`src/rtl/uart_echo_ctrl.sv`:
```
// uart_echo_ctrl: buffers received UART bytes in a small FIFO and launches
// the transmitter one byte at a time, following its busy handshake.
// Ports: clk, rst (synchronous, active high), enable (gates new launches),
//   rx_data/rx_valid (received byte strobe), tx_busy (transmitter busy),
//   tx_data/tx_start (launch to transmitter), fifo_count (bytes buffered),
//   overflow (sticky drop flag), overflow_clr (clears overflow).
// Optional: define UART_ECHO_CRLF_EN to append an LF after every accepted CR.
module uart_echo_ctrl #(
    parameter int DEPTH        = 4,
    parameter int ADDR_W       = 2,
    parameter int BUSY_TIMEOUT = 16
) (
    input  logic              clk,
    input  logic              rst,
    input  logic              enable,
    input  logic [7:0]        rx_data,
    input  logic              rx_valid,
    input  logic              tx_busy,
    output logic [7:0]        tx_data,
    output logic              tx_start,
    output logic [ADDR_W:0]   fifo_count,
    output logic              overflow,
    input  logic              overflow_clr
);

    localparam int CNT_W = ADDR_W + 1;
    localparam int TO_W  = (BUSY_TIMEOUT > 2) ? $clog2(BUSY_TIMEOUT) : 1;

    localparam logic [TO_W-1:0]  TO_LAST  = TO_W'(BUSY_TIMEOUT - 1);
    localparam logic [CNT_W-1:0] FULL_CNT = CNT_W'(DEPTH);

    typedef enum logic [1:0] {
        IDLE,
        LAUNCH,
        WAIT_BUSY,
        WAIT_DONE
    } state_t;

    state_t            state;
    state_t            state_nx;
    logic [TO_W-1:0]   to_cnt;
    logic [TO_W-1:0]   to_cnt_nx;

    logic [7:0]        mem [DEPTH];
    logic [ADDR_W-1:0] wr_ptr;
    logic [ADDR_W-1:0] rd_ptr;

    logic              pop;
    logic              full;
    logic              push_req;
    logic              push_ok;
    logic              rx_lost;
    logic              drop;
    logic [7:0]        push_byte;

`ifdef UART_ECHO_CRLF_EN
    logic              lf_pend;
`endif

    // The only pop is the LAUNCH cycle; LAUNCH is entered only with
    // fifo_count != 0, so the FIFO can never underflow.
    assign pop  = (state == LAUNCH);
    assign full = (fifo_count == FULL_CNT);

    // Select what is offered to the FIFO this cycle. A pending LF takes
    // the write slot; a receive arriving in that same cycle is lost.
    always_comb begin
        push_req  = rx_valid;
        push_byte = rx_data;
        rx_lost   = 1'b0;
`ifdef UART_ECHO_CRLF_EN
        if (lf_pend) begin
            push_req  = 1'b1;
            push_byte = 8'h0A;
            rx_lost   = rx_valid;
        end
`endif
    end

    // A full FIFO still accepts when the head leaves in the same cycle.
    assign push_ok = push_req && (!full || pop);
    assign drop    = (push_req && !push_ok) || rx_lost;

    always_ff @(posedge clk) begin
        if (rst) begin
            wr_ptr     <= '0;
            rd_ptr     <= '0;
            fifo_count <= '0;
            overflow   <= 1'b0;
            tx_data    <= 8'h00;
            tx_start   <= 1'b0;
        end else begin
            if (push_ok) begin
                wr_ptr <= wr_ptr + ADDR_W'(1);
            end
            if (pop) begin
                rd_ptr  <= rd_ptr + ADDR_W'(1);
                tx_data <= mem[rd_ptr];
            end
            fifo_count <= fifo_count + CNT_W'(push_ok) - CNT_W'(pop);
            tx_start   <= pop;
            // A drop in the same cycle as a clear keeps the flag set.
            if (drop) begin
                overflow <= 1'b1;
            end else if (overflow_clr) begin
                overflow <= 1'b0;
            end
        end
    end

    // Storage needs no reset. When full with a simultaneous push/pop the
    // write lands on the slot being read; the read sees the old byte.
    always_ff @(posedge clk) begin
        if (!rst && push_ok) begin
            mem[wr_ptr] <= push_byte;
        end
    end

`ifdef UART_ECHO_CRLF_EN
    always_ff @(posedge clk) begin
        if (rst) begin
            lf_pend <= 1'b0;
        end else begin
            lf_pend <= push_ok && (push_byte == 8'h0D);
        end
    end
`endif

    always_ff @(posedge clk) begin
        if (rst) begin
            state  <= IDLE;
            to_cnt <= '0;
        end else begin
            state  <= state_nx;
            to_cnt <= to_cnt_nx;
        end
    end

    always_comb begin
        state_nx  = state;
        to_cnt_nx = to_cnt;
        unique case (state)
            IDLE: begin
                if (fifo_count != '0 && enable && !tx_busy) begin
                    state_nx = LAUNCH;
                end
            end
            LAUNCH: begin
                state_nx  = WAIT_BUSY;
                to_cnt_nx = '0;
            end
            WAIT_BUSY: begin
                // A transmitter that never answers must not stall the
                // echo path forever; the byte is then treated as sent.
                if (tx_busy) begin
                    state_nx = WAIT_DONE;
                end else if (to_cnt == TO_LAST) begin
                    state_nx = IDLE;
                end else begin
                    to_cnt_nx = to_cnt + TO_W'(1);
                end
            end
            WAIT_DONE: begin
                if (!tx_busy) begin
                    state_nx = IDLE;
                end
            end
            default: begin
                state_nx = IDLE;
            end
        endcase
    end

    a_start_single: assert property (
        @(posedge clk) disable iff (rst) tx_start |=> !tx_start
    );

    a_count_range: assert property (
        @(posedge clk) disable iff (rst) fifo_count <= FULL_CNT
    );

endmodule

```
`config.mk`:
```
export PLATFORM = sky130hd
export DESIGN_NAME = uart_echo_ctrl
export DESIGN_NICKNAME = d
export VERILOG_FILES = /design/src/rtl/uart_echo_ctrl.sv
export SDC_FILE = /design/constraint.sdc
export NUM_CORES = 1
export LEC_CHECK = 0
export BUFFER_PORTS_ARGS = -buffer_cell sky130_fd_sc_hd__buf_2
export CAP_MARGIN = 20
export CORE_MARGIN = 2
export CORE_UTILIZATION = 51
export CTS_CLUSTER_SIZE = 20
export DETAILED_ROUTE_END_ITERATION = 12
export MAX_ROUTING_LAYER = met4
export PLACE_DENSITY = 0.71
export SYNTH_ARGS = -nofsm -noshare
export SYNTH_HDL_FRONTEND = slang
export SYNTH_SLANG_ARGS = --single-unit
```
`constraint.sdc`:
```
create_clock -name clk -period 2.4 [get_ports clk]
set_input_delay 0.24 -clock clk [delete_from_list [all_inputs] [get_ports clk]]
set_output_delay 0.24 -clock clk [all_outputs]
set_load 0.05 [all_outputs]
```
# Yosys cells after proc, flatten, opt, wreduce, memory -nomap -nowiden

Memory sizes are Yosys's and may differ from the RTL's. A register that Yosys moved wholly into a read port is not among the register bits.
Cells that the tools add are included.

Add/subtract/negate cells: 5
Equal/unequal tests: 10
Multiplexer cells: 12
Reductions and logical operators: 16

Operators with widths:

| cell                                           | number |
|---|---|
| two-way mux 2 bit                              | 4 |
| two-way mux 4 bit                              | 2 |
| != test 2 bit (second input constant)          | 4 |
| one-hot mux 2 bit (4 select lines)             | 1 |
| one-hot mux 4 bit (2 select lines)             | 1 |
| AND reduction 3 bit                            | 2 |
| logical AND 1 bit                              | 5 |
| adder 2 x 1 -> 2 bit (second input constant)   | 2 |
| adder 4 x 1 -> 4 bit (second input constant)   | 1 |
| == test 2 bit (second input constant)          | 2 |
| == test 4 bit (second input constant)          | 1 |
| zero test 1 bit                                | 4 |
| two-way mux 1 bit                              | 4 |
| nonzero test 2 bit                             | 2 |
| adder 3 x 1 -> 3 bit                           | 1 |
| == test 3 bit (second input constant)          | 1 |
| != test 3 bit (second input constant)          | 1 |
| nonzero test 3 bit                             | 1 |
| subtractor 3 x 1 -> 3 bit                      | 1 |
| == test 2 x 1 -> 1 bit (second input constant) | 1 |
| zero test 2 bit                                | 1 |
| logical OR 1 bit                               | 1 |

Bits in registers: 15
Bits in writable memories: 32
Input bits: 14
Output and inout port bits: 13
Word-level logic and storage cells: 51
Memories: 1

Memories:

| name | depth | width | rd ports | clocked after Yosys merged registers in | write ports | line | source |
|---|---|---|---|---|---|---|---|
| mem  | 4     | 8     | 1        | 1                                       | 1           | 44   | `logic [7:0] mem [DEPTH];` |

# Depth between registers and ports, before layout

Gate-level depths: netlist of the first run.

Depth after elaboration: 7
Mapped depth: 11
Gate-level depth less buffers: 10

# Worst setup path after synthesis of the first run

Ideal clock, no wire load.

Path kind: register -> register
Start: register fifo_count[1]
End: register fifo_count[2]
Library setup time: 0.128 ns
Arrival: 2.367 ns
Data required time: 2.272 ns
Setup slack: -0.094 ns
Stages on the path, launching flop included: 11
Path buffers: 0
Period minus slack after synthesis: 2.494 ns
Cell sequence: dfxtp_1 nor2_1 a31oi_2 inv_2 ha_1 inv_1 ha_1 fa_1 xnor2_1 xnor2_1 nor2_1

Word-level cells in the longest chain between the ends: 6

Ends and longest elaborated chain:

| what                        | line | source |
|---|---|---|
| start, declared             | 21   | `output logic [ADDR_W:0] fifo_count,` |
| start signal, assigned      | 100  | `fifo_count <= fifo_count + CNT_W'(push_ok) - CNT_W'(pop);` |
| == test 3 bit               | 63   | `assign full = (fifo_count == FULL_CNT);` |
| zero test 1 bit             | 81   | `assign push_ok = push_req && (!full \|\| pop);` |
| logical OR 1 bit            | 81   |  |
| logical AND 1 bit           | 81   |  |
| adder 3 x 1 -> 3 bit *      | 100  |  |
| subtractor 3 x 1 -> 3 bit * | 100  |  |

Every way passes the cells marked *; elsewhere a longest branch is shown, timed or not.
A chain may end at the register's enable or synchronous reset.

# Worst setup path in the final report of the first run

Start: register state[0]
End: register fifo_count[2]

Word-level cells in the longest chain between the ends: 5

Ends and longest elaborated chain:

| what                        | line | source |
|---|---|---|
| start, declared             | 39   | `state_t state;` |
| start signal, assigned      | 134  | `state <= state_nx;` |
| == test 2 x 1 -> 1 bit *    | 62   | `assign pop = (state == LAUNCH);` |
| logical OR 1 bit            | 81   |  |
| logical AND 1 bit           | 81   |  |
| adder 3 x 1 -> 3 bit        | 100  |  |
| subtractor 3 x 1 -> 3 bit * | 100  |  |

Marks and branches as above.

==> key figures, run 1 <==
Status
  • Status: finished clean

CTS
  • Setup Buffers After CTS: 0
  • TritonCTS Sinks: 55
  • CTS tree: yes
  • Post-CTS Hold Buffers: 0
  • CTS H-tree depth: 2
  • Clock Tree Root: clkbuf_8
  • Clk_lat worst skew: 0.31 ns
  • Post-CTS Resized: 0
  • Max clock buf depth: 2
  • Clock slew at reported path FFs: 0.10 ns
  • TritonCTS Buffers: 5

Final layout
  • Fillers: 325
  • Share of layout cells above drive strength 1: 29.0%
  • Antenna diodes: 0
  • Fin util: 60.1%
  • Area delta synth->final: 15.3%
  • Register Area: 0.00142 mm²
  • Total Nets Final: 221
  • Area of the multi-input gates: 749 µm²

Yosys
  • Yosys cell types: 35
  • Yosys warns: 0
  • Top cell type's share of synthesized area: 43.2%
  • Synth Instances: 165
  • Predominant post-synthesis flop cell: edfxtp_1
  • Synthesis-stage register bit count: 55
  • Syn_nets: 187
  • Mapped Avg Cell Area: 13.5 µm²
  • Post-synth EDFFs: 32
  • Post-synth top area cell: edfxtp_1
  • Asr flop ratio synth: 0%
  • Cell Area, Synth: 0.00222 mm²
  • Register area share after synthesis: 64.0%
  • Area contributors post-synth: edfxtp_1 43%, dfxtp_1 21%, mux4_2 8.1%

STA
  • Final setup vio count: 0
  • Setup tns final: 0 ns
  • Final max-slew violation count: 0
  • Endpoints failing hold: 0
  • Hold Slack: 0.144 ns
  • Clock skew: 0.0119 ns
  • Least-Margin Pin Slew: 0.650 ns
  • RSZ-0062 raised after global routing: false
  • Min Tclk post-route: 2.26 ns
  • Setup ws final: 0.141 ns
  • Tcrit/Tclk final: 94.1%
  • Slew margin rel.: 56.6%
  • Fmax: 0.443 GHz

Power
  • Power density cells: 821 mW/mm²
  • Power Total: 0.00210 W
  • Maximum VDD drop: 545 µV
  • Leak pwr: 0.955 nW

Detailed routing
  • Initial DRC count: 60
  • Residual DRC: 0
  • Vias: 1349
  • Drt pass-1 iters: 4
  • Via density: 5.35
  • Routed len/inst: 15.3 µm
  • Drt total wl: 3860 µm
  • Post-DRT Antenna Nets: 0

Floorplan
  • Chip width: 70.0 µm
  • Die Area: 0.00490 mm²
  • FP Rows: 24
  • Die Span Y: 70.0 µm
  • Initial Utilization: 52.1%
  • Core area: 0.00426 mm²
  • I/O pins: 27

Critical path
  • Crit Path Class: reg2reg
  • Crit Path Max Fanout: 5
  • Crit path DAT: 2.44 ns
  • WP data required: 2.58 ns
  • Crit start category: flip-flop
  • Crit. End Element: flip-flop

Global route
  • Vias in the first global route: 1387
  • Initial antenna violation count: 0
  • Gr usage total: 17.5%
  • First-pass GRT wire length: 6410 µm
  • Gr ovfl total: 0
  • Pin count of the biggest net entering global routing: 30

Placement
  • DP Wirelength: 2670 µm
  • Port bufs: 26
  • DP Worst Slack: 0.141 ns
  • Routability Congestion: 0.752

Min path
  • Hold Crit Class: in2reg

Job
  • Maxcap violations: 0
synth_stat cells, types with 3 or more instances:
cell       n
edfxtp_1  32
dfxtp_1   23
nand2_1   17
a21oi_1   14
nor2_1     9
inv_1      8
mux4_2     8
ha_1       7
clkbuf_1   4
nor3b_1    4
buf_2      3
nand2b_1   3
or3_1      3
xnor2_1    3
power by group:
part	leakage (nW)	switching [W]	internal, W
clock	0.0485	0.000291	0.000209
sequential	0.478	0.0000624	0.00108
combinational	0.428	0.000279	0.000186
final timing paths:
check                           startpoint  slack, ns       endpoint  cells after the start
worst min-delay path            rx_data[5]       0.14      mem[0][5]                      1
worst min register to register  tx_data[3]       0.46     tx_data[3]                      2
worst max-delay path              state[0]       0.14  fifo_count[2]                     10
worst max register to register    state[0]       0.14  fifo_count[2]                     10
per-layer routing:
metal | share of wire, % | global-route usage (%) | vias to the layer above
met4 | 0.93 | 6.41 | 0
li1 | - | - | 667
met1 | 41 | 18.3 | 647
met2 | 54 | 32.7 | 31
met3 | 4.1 | 3.32 | 4
met5 | 0 | - | -
through the flow:
| step | cells | instance area, µm² |
|---|---|---|
| after floorplan | 165 | 2220 |
| after global placement | 244 | 2450 |
| after detailed placement | 244 | 2450 |
| after CTS | 252 | 2540 |
| after global routing | 252 | 2560 |
| final | 252 | 2560 |
cell type report:
class,instances,area share (%)
clock buffer,5,2.69
clock inverter,3,0.879
inverter,9,1.32
multi-input combinational,93,29.3
sequential,55,55.6
tap,52,2.54
timing repair buffer,35,7.72
critical path: stages, from the launching register on:
cell     delay [ns]
dfxtp_1        0.34
or2b_1         0.27
a31oi_4        0.19
inv_2          0.08
ha_1           0.27
inv_1          0.04
ha_1           0.18
fa_1           0.41
xnor2_2        0.16
xnor2_1        0.14
nor2_1         0.06
kinds of logic after synthesis:
| group | count (synthesis) | share of synthesized area, % |
|---|---|---|
| multiplexers | 10 | 9.07 |
| buffers and inverters | 17 | 3.04 |
| XOR/XNOR | 4 | 1.58 |
| AND/OR/NAND/NOR | 50 | 11.8 |
| AO/OA/AOI/OAI | 21 | 5.69 |
| flip-flops | 55 | 64.0 |
| adder cells (fa/ha/maj) | 8 | 4.84 |
placed cells by master, fill, tap and decap left out, drive strengths merged:
cell type and count:
nand4b 1, o31ai 1, buf 35, mux2i 1
or3b 1, dfxtp 23, nand2 17, and3 2
a211oi 2, nor4 1, or2b 1, nand3b 1
o211ai 2, nor2 9, nand2b 3, mux4 8
ha 7, nand4 2, inv 10, a31oi 2
mux2 1, xnor2 3, edfxtp 32, nor2b 2
clkinv 2, xor2 1, and3b 1, clkbuf 5
nand3 2, or3 3, a21oi 14, fa 1
nor3b 4
registers in the layout, indices dropped and copies added, names as in the netlist, 2 cells and up:
name and count:
fifo_count 3, mem 32, rd_ptr 2, state 2, to_cnt 4, tx_data 8, wr_ptr 2
Note: power is estimated with default switching activity, not from simulation.
==> run 2: changes to the inputs <==
--- a/config.mk
+++ b/config.mk
@@ -7,7 +7,6 @@
 export LEC_CHECK = 0
 export BUFFER_PORTS_ARGS = -buffer_cell sky130_fd_sc_hd__buf_2
 export CAP_MARGIN = 20
-export CORE_MARGIN = 2
 export CORE_UTILIZATION = 51
 export CTS_CLUSTER_SIZE = 20
 export DETAILED_ROUTE_END_ITERATION = 12
==> key figures, run 2 (synthesis results as in run 1) <==
Floorplan
  • Core area: 0.00409 mm²
  • Die Area: 0.00463 mm²
  • I/O pins: 27
  • FP Rows: 23
  • Initial Utilization: 54.4%
  • Chip width: 68.0 µm
  • Die Span Y: 68.0 µm

Status
  • Status: finished clean

Detailed routing
  • Via density: 5.54
  • Drt total wl: 3970 µm
  • Drt pass-1 iters: 4
  • Post-DRT Antenna Nets: 0
  • Vias: 1384
  • Routed len/inst: 15.9 µm
  • Initial DRC count: 69
  • Residual DRC: 0

STA
  • Least-Margin Pin Slew: 0.642 ns
  • Hold Slack: 0.137 ns
  • Final max-slew violation count: 0
  • Tcrit/Tclk final: 92.7%
  • Fmax: 0.449 GHz
  • Slew margin rel.: 57.1%
  • Clock skew: 0.0105 ns
  • Min Tclk post-route: 2.23 ns
  • Endpoints failing hold: 0
  • Final setup vio count: 0

Final layout
  • Register Area: 0.00142 mm²
  • Antenna diodes: 0
  • Fillers: 312
  • Final instance area: 0.00256 mm²
  • Total Nets Final: 221
  • Largest Register: mem
  • Share of layout cells above drive strength 1: 29.0%
  • Fin util: 62.6%
  • Area delta synth->final: 15.1%
  • Biggest regs: mem: 32 flops, tx_data: 8 flops, to_cnt: 4 flops
  • Area of the multi-input gates: 749 µm²
  • Most common cell after layout, fill and taps aside: edfxtp_1
  • Post-Layout Cell Count: 250
  • Number of flip-flops under the largest register name: 32
  • Most frequent cells in the layout: 32 x edfxtp_1, 26 x buf_2, 21 x dfxtp_1, 17 x nand2_1, 14 x a21oi_1

Critical path
  • Crit path DAT: 2.41 ns
  • Worst path bufs/invs: 2
  • WP data required: 2.58 ns
  • CP top delay family: adder cells
  • Most used cell, CP: ha_1
  • Crit-path max cell delay: 0.40 ns
  • Crit start category: flip-flop
  • Crit Path Max Fanout: 5
  • Crit Path Class: reg2reg
  • Critical Path, Cell by Cell: or2b_1 > a31oi_4 > inv_2 > ha_1 > inv_1 > ha_1 > fa_1 > xnor2_2 > xnor2_1 > nor2_1
  • Slowest CP cell: fa_1
  • Crit. End Element: flip-flop

Placement
  • Cell Area, Placed: 0.00245 mm²
  • Cell count after placement: 242
  • DP Wirelength: 2660 µm
  • Routability Congestion: 0.761
  • Port bufs: 26

CTS
  • Post-CTS Hold Buffers: 0
  • Clock slew at reported path FFs: 0.09 ns
  • CTS tree: yes
  • CTS H-tree depth: 2
  • Clock Tree Root: clkbuf_8
  • TritonCTS Sinks: 55
  • Clk_lat worst skew: 0.31 ns
  • Max clock buf depth: 2
  • TritonCTS Buffers: 5

Global route
  • Vias in the first global route: 1304
  • M3 GR Usage: 6.00%
  • Gr ovfl total: 0
  • Pin count of the biggest net entering global routing: 30
  • Grt met1 use: 22.3%
  • Initial antenna violation count: 0
  • M2 GR Usage: 33.9%
  • Gr usage total: 19.8%
  • Most Crowded Layer GR: met2
  • First-pass GRT wire length: 6140 µm

Power
  • Leak pwr: 0.955 nW
  • Power density cells: 825 mW/mm²
  • Maximum VDD drop: 488 µV

Job
  • Maxcap violations: 0

Min path
  • Hold Crit Class: in2reg
run 2: cell counts in the layout (fill, tap and decap cells not counted):
No cell type changed its count.
run 2: final timing paths:
| path | startpoint | to | slack (ns) | depth (start not counted) |
|---|---|---|---|---|
| min reg2reg | tx_data[4] | tx_data[4] | 0.46 | 2 |
| max | state[0] | fifo_count[2] | 0.17 | 10 |
| min | rx_data[1] | mem[1][1] | 0.14 | 1 |
| max reg2reg | state[0] | fifo_count[2] | 0.17 | 10 |
run 2: layout make-up:
cell class,instances,area share (%)
Clock buffer,5,2.69
Clock inverter,3,0.880
Inverter,9,1.32
Multi-Input combinational cell,93,29.3
Sequential cell,55,55.6
Tap cell,50,2.44
Timing Repair Buffer,35,7.73
run 2: metrics by stage:
stage	TNS, ns	setup WS, ns	total power, W
final	0	0.175	0.00211
after global routing	-0.00235	-0.00235	0.00221
after CTS	0	0.128	0.00210
after detailed placement	0	0.145	0.00161
after global placement	0	0.230	0.00159
after floorplan	0	0.0425	0.00148
run 2: timing repair:
item | 4_1_cts | 5_1_grt
setup buffers | 0 | 0
setup endpoints to repair | 0 | 1
resized for setup | 0 | 2
run 2: power breakdown:
part | switching [W] | total (W) | internal [W]
Combinational | 0.000282 | 0.000468 | 0.000187
Sequential | 0.0000626 | 0.00114 | 0.00108
Clock | 0.000295 | 0.000504 | 0.000209
Total | 0.000639 | 0.00211 | 0.00147
run 2: layer usage:
metal  wire, µm  vias to the layer above
li1           -                      665
met1       1670                      689
met2       2110                       25
met3        154                        5
met4         42                        0
met5          0                        -
